## config.mk

```make
export PLATFORM = sky130hd
export DESIGN_NAME = imu_sched
export DESIGN_NICKNAME = d
export VERILOG_FILES = /design/src/rtl/imu_sched.sv
export SDC_FILE = /design/constraint.sdc
export NUM_CORES = 1
export LEC_CHECK = 0
export CORE_MARGIN = 8
export CORE_UTILIZATION = 50
export DETAILED_ROUTE_END_ITERATION = 7
export HOLD_SLACK_MARGIN = 0.15
export PLACE_DENSITY = 0.87
export RECOVER_POWER = 100
export SETUP_SLACK_MARGIN = 0.3
export SLEW_MARGIN = 40
export SYNTH_ARGS = -nofsm -noshare
export SYNTH_HDL_FRONTEND = slang
export SYNTH_SLANG_ARGS = --single-unit
```

## constraint.sdc

```tcl
create_clock -name clk -period 2.7 [get_ports clk]
set_clock_uncertainty 0.1 [all_clocks]
set_input_delay 0.54 -clock clk [delete_from_list [all_inputs] [get_ports clk]]
set_output_delay 0.54 -clock clk [all_outputs]
set_load 0.03 [all_outputs]
```

## src/rtl/imu_sched.sv

```systemverilog
// IMU read scheduler: runs the IMU init writes after power-on, then on each
// data-ready interrupt reads pitch and pitch-rate bytes over SPI and presents them.
module imu_sched #(
  parameter bit fast_sim = 1'b1
) (
  input  logic        clk,
  input  logic        rst_n,
  input  logic        INT,
  input  logic        done,
  input  logic [15:0] rd_data,
  output logic        wrt,
  output logic [15:0] cmd,
  output logic [15:0] ptch,
  output logic [15:0] ptch_rt,
  output logic        vld
);

  localparam int unsigned TMR_W  = 16;
  localparam int unsigned DATA_W = 16;
  localparam int unsigned BYTE_W = 8;

  localparam logic [DATA_W-1:0] CMD_INIT1 = 16'h0D02;
  localparam logic [DATA_W-1:0] CMD_INIT2 = 16'h1053;
  localparam logic [DATA_W-1:0] CMD_INIT3 = 16'h1150;
  localparam logic [DATA_W-1:0] CMD_INIT4 = 16'h1460;
  localparam logic [DATA_W-1:0] CMD_RD_PL = 16'hA200;
  localparam logic [DATA_W-1:0] CMD_RD_PH = 16'hA300;
  localparam logic [DATA_W-1:0] CMD_RD_RL = 16'hA400;
  localparam logic [DATA_W-1:0] CMD_RD_RH = 16'hA500;

  typedef enum logic [3:0] {
    INIT_WAIT,
    INIT1,
    INIT2,
    INIT3,
    INIT4,
    IDLE,
    RD_PL,
    RD_PH,
    RD_RL,
    RD_RH,
    VLD_OUT
  } state_t;

  state_t              r_state;
  logic [TMR_W-1:0]    r_timer;
  logic                r_int_ff1;
  logic                r_int_ff2;
  logic                r_wrt;
  logic                r_vld;
  logic [DATA_W-1:0]   r_cmd;
  logic [DATA_W-1:0]   r_ptch;
  logic [DATA_W-1:0]   r_ptch_rt;
  logic [BYTE_W-1:0]   r_pl;
  logic [BYTE_W-1:0]   r_ph;
  logic [BYTE_W-1:0]   r_rl;
  logic [BYTE_W-1:0]   r_rh;

  logic                w_timer_done;
  logic [BYTE_W-1:0]   w_rd_byte;
  logic                w_unused_rd;

  // Power-on wait is shortened for simulation.
  assign w_timer_done = fast_sim ? (&r_timer[9:0]) : (&r_timer);
  assign w_rd_byte    = rd_data[BYTE_W-1:0];
  assign w_unused_rd  = |rd_data[DATA_W-1:BYTE_W];

  always_ff @(posedge clk or negedge rst_n) begin
    if (!rst_n) begin
      r_state   <= INIT_WAIT;
      r_timer   <= '0;
      r_int_ff1 <= 1'b0;
      r_int_ff2 <= 1'b0;
      r_wrt     <= 1'b0;
      r_vld     <= 1'b0;
      r_cmd     <= '0;
      r_ptch    <= '0;
      r_ptch_rt <= '0;
      r_pl      <= '0;
      r_ph      <= '0;
      r_rl      <= '0;
      r_rh      <= '0;
    end else begin
      r_int_ff1 <= INT;
      r_int_ff2 <= r_int_ff1;
      r_wrt     <= 1'b0;
      r_vld     <= 1'b0;
      case (r_state)
        INIT_WAIT: begin
          r_timer <= r_timer + TMR_W'(1);
          if (w_timer_done) begin
            r_state <= INIT1;
            r_wrt   <= 1'b1;
            r_cmd   <= CMD_INIT1;
          end
        end
        INIT1: if (done) begin
          r_state <= INIT2;
          r_wrt   <= 1'b1;
          r_cmd   <= CMD_INIT2;
        end
        INIT2: if (done) begin
          r_state <= INIT3;
          r_wrt   <= 1'b1;
          r_cmd   <= CMD_INIT3;
        end
        INIT3: if (done) begin
          r_state <= INIT4;
          r_wrt   <= 1'b1;
          r_cmd   <= CMD_INIT4;
        end
        INIT4: if (done) begin
          r_state <= IDLE;
        end
        IDLE: if (r_int_ff2) begin
          r_state <= RD_PL;
          r_wrt   <= 1'b1;
          r_cmd   <= CMD_RD_PL;
        end
        // Byte captures stay private until the whole pair has been read.
        RD_PL: if (done) begin
          r_pl    <= w_rd_byte;
          r_state <= RD_PH;
          r_wrt   <= 1'b1;
          r_cmd   <= CMD_RD_PH;
        end
        RD_PH: if (done) begin
          r_ph    <= w_rd_byte;
          r_state <= RD_RL;
          r_wrt   <= 1'b1;
          r_cmd   <= CMD_RD_RL;
        end
        RD_RL: if (done) begin
          r_rl    <= w_rd_byte;
          r_state <= RD_RH;
          r_wrt   <= 1'b1;
          r_cmd   <= CMD_RD_RH;
        end
        RD_RH: if (done) begin
          r_rh    <= w_rd_byte;
          r_state <= VLD_OUT;
        end
        VLD_OUT: begin
          r_ptch    <= {r_ph, r_pl};
          r_ptch_rt <= {r_rh, r_rl};
          r_vld     <= 1'b1;
          r_state   <= IDLE;
        end
        default: r_state <= INIT_WAIT;
      endcase
    end
  end

  assign wrt     = r_wrt;
  assign cmd     = r_cmd;
  assign ptch    = r_ptch;
  assign ptch_rt = r_ptch_rt;
  assign vld     = r_vld;

endmodule

```

==> results.tsv <==
metric	value	unit
clk_lat worst skew	0.35	ns
Reg clk slew, reported paths	0.09	ns
number of synthesis warnings	0	
Max Clock Freq	457.3	MHz
GRT overflow	0	
vias post-DR	2299	
Cell variety after synth	43	
Power Density	1087	nW/um^2
Reg area	2302	sq um
RSZ-0062 raised after global routing	false	
Initial Util	50.58	%
Pwr Total	5081	uW
fillcell total	573	
Worst Max-Slew Pin Slew	1.288	ns
htree depth	3	
largest family of logic cells by synthesized area	multiplexers	
Tcrit/Tclk final	81.00	%
Post-Syn Area	3827	sq um
vias per cell	5.190	
Iteration-0 DRC Markers	46	
hold slack	0.2534	ns
FFs w/ async S/R, synth	100.0	%
# DRC	0	
Top Ports	70	
CTS tree	done	
startpoint types	register	
nets	357	
HPWL after detailed placement	5145	um
top post-synthesis cells by count	dfrtp_1 (92), mux2_2 (65), nand2_1 (15)	
crit end category	register	
Max FO, Critical Path	33	
routed len/inst	16.60	um
number of synthesized register bits	92	
status	finished clean	
global-route wire length before repair	12320	um
Final setup viols	0	
drt total wl	7353	um
DRT Pass-1 Iters	4	
initial antenna violation count	0	
Min-Delay Path Class	register to register	
adder-cell share of the synthesized area	0.3269	%
die height	103.5	um
clk buf depth	2	
layout cell share with drive strength beyond 1	27.57	%
Root Buffer	clkbuf_8	
top cell type's share of synthesized area	60.15	%
sequential share of the synthesized area	60.15	%
# resized after CTS	0	
Synth Area in XOR/XNOR	2.059	%
Port Buffers	57	
CP arrival	2.33	ns
Compound-Gate Fraction of Synth Area	3.498	%
final slew viol count	0	
CP required	2.85	ns
largest net degree at the start of global routing	71	
worst vdd ir	0.5828	mV
Max-Cap Viols	0	
critical path class	register to register	
vias in the first global route	2448	
P&R area growth vs syn	22.13	%
dpl cell area	4526	sq um
# hold bufs at CTS	1	
n_diodes	0	
leakage	0.002250	uW
dpl cells	426	
cell taking the most area after synthesis	dfrtp_1	
cell with the most instances after synthesis	dfrtp_1	
dominant synthesized flop cell	dfrtp_1	
Post-synth EDFFs	0	
die area	10710	sq um
mux share of post-synthesis cell area	22.65	%
DIE WIDTH	103.5	um
largest cells by area after synthesis	dfrtp_1 (60%), mux2_2 (19%), mux2_4 (2.7%)	
fin crit period	2.187	ns
Non-Filler Instances	443	
post-synthesis instance total	271	
Total Routing Usage GR	15.08	%
Fin. Hold Viols	0	
Post-Synth Simple-Gate Area	7.813	%
Rows	32	
final RePlAce weighted congestion	0.8657	
Final ANT Viol Nets	0	
relative slew slack	14.17	%
setup repair bufs after CTS	0	
r2r setup slk	0.51	ns
Syn Area/Cell	14.12	sq um
design area	4674	sq um
Num CTS Buffers	9	
setup TNS	0	ns
area of the multi-input gates	1374	sq um
CTS sink count	92	
CORE AREA	7567	sq um
## final timing paths
kind | from | endpoint | cells after the start
worst min register to register | r_int_ff1$_DFF_PN0_ | r_int_ff2$_DFF_PN0_ | 0
worst min-delay path | r_int_ff1$_DFF_PN0_ | r_int_ff2$_DFF_PN0_ | 0
worst max-delay path | r_state[0]$_DFFE_PN0P_ | ptch[1]$_DFFE_PN0N_ | 5
worst max register to register | r_state[0]$_DFFE_PN0P_ | ptch[1]$_DFFE_PN0N_ | 5
min in group asynchronous | rst_n | cmd[5]$_DFFE_PN0P_ | 2
max in group asynchronous | rst_n | r_pl[0]$_DFFE_PN0P_ | 3
## report_power, final
group | leakage [uW] | switching (uW) | internal, uW
Combinational | 0.000964 | 1140 | 928
Sequential | 0.00119 | 266 | 1890
Clock | 0.0000949 | 506 | 356
Total | 0.00225 | 1910 | 3170
## per-layer routing
layer	track usage (%)	wire length, um	vias to the layer above
li1	-	-	1070
met1	17.87	3052	1154
met2	24.26	3609	58
met3	4.819	518	17
met4	7.453	172	0
met5	0	0	-
## placed cells by master (no fill, tap or decap), types with 2 or more instances in the layout
master | synthesis | routed
mux2_1 | 0 | 7
clkbuf_1 | 4 | 2
xor2_1 | 3 | 3
a21oi_1 | 2 | 2
conb_1 | 1 | 4
o21ai_0 | 2 | 2
mux2i_1 | 3 | 3
a211oi_1 | 2 | 2
xnor2_1 | 6 | 6
dfrtp_1 | 92 | 92
nor2_1 | 9 | 8
dlygate4sd3_1 | 0 | 49
nand4_1 | 2 | 2
nand2_1 | 15 | 15
mux2_2 | 65 | 65
inv_1 | 7 | 7
nand3_1 | 5 | 5
nor2b_1 | 2 | 2
o211ai_1 | 2 | 2
clkdlybuf4s50_1 | 0 | 8
nor3_1 | 5 | 7
nand2b_1 | 2 | 2
clkbuf_8 | 0 | 9
inv_8 | 0 | 2
clkinv_4 | 0 | 3
buf_4 | 7 | 8
and3_1 | 2 | 2
## stage by stage
stage	setup WS (ns)	utilization, %
floorplan	0.6853	-
global placement	0.3013	59.80
detailed placement	0.2438	59.80
CTS	0.6027	62.38
global route	0.3277	61.77
finish	0.5130	61.77
## sequential cells by signal (all words and copies together), names as in the netlist
register	flops
cmd	10
ptch	16
ptch_rt	16
r_int_ff1	1
r_int_ff2	1
r_ph	8
r_pl	8
r_rh	8
r_rl	8
r_state	4
r_timer	10
vld	1
wrt	1
## logic make-up after synthesis
group,after synthesis
fa+ha+maj,1
simple gates,53
mux,75
flops,92
xor+xnor,9
other cells,1
compound gates,16
buf+inv,24
## critical path, cell delays in order, from the launching register on
cell	delay, ns
dfrtp_1	0.39
buf_4	0.20
nand2b_1	0.21
nor2_4	0.09
clkbuf_2	0.65
mux2_2	0.42
## final cells by class
cell class              instances  area share, %
flip-flops and latches         92          49.25
well taps                     102          2.730
clock buffers                  10          2.730
repair buffers                 68          14.11
multi-input cells             158          29.39
inverters                       7         0.5621
clock inverters                 6          1.231
No activity file was read; power rests on OpenSTA's default activity.
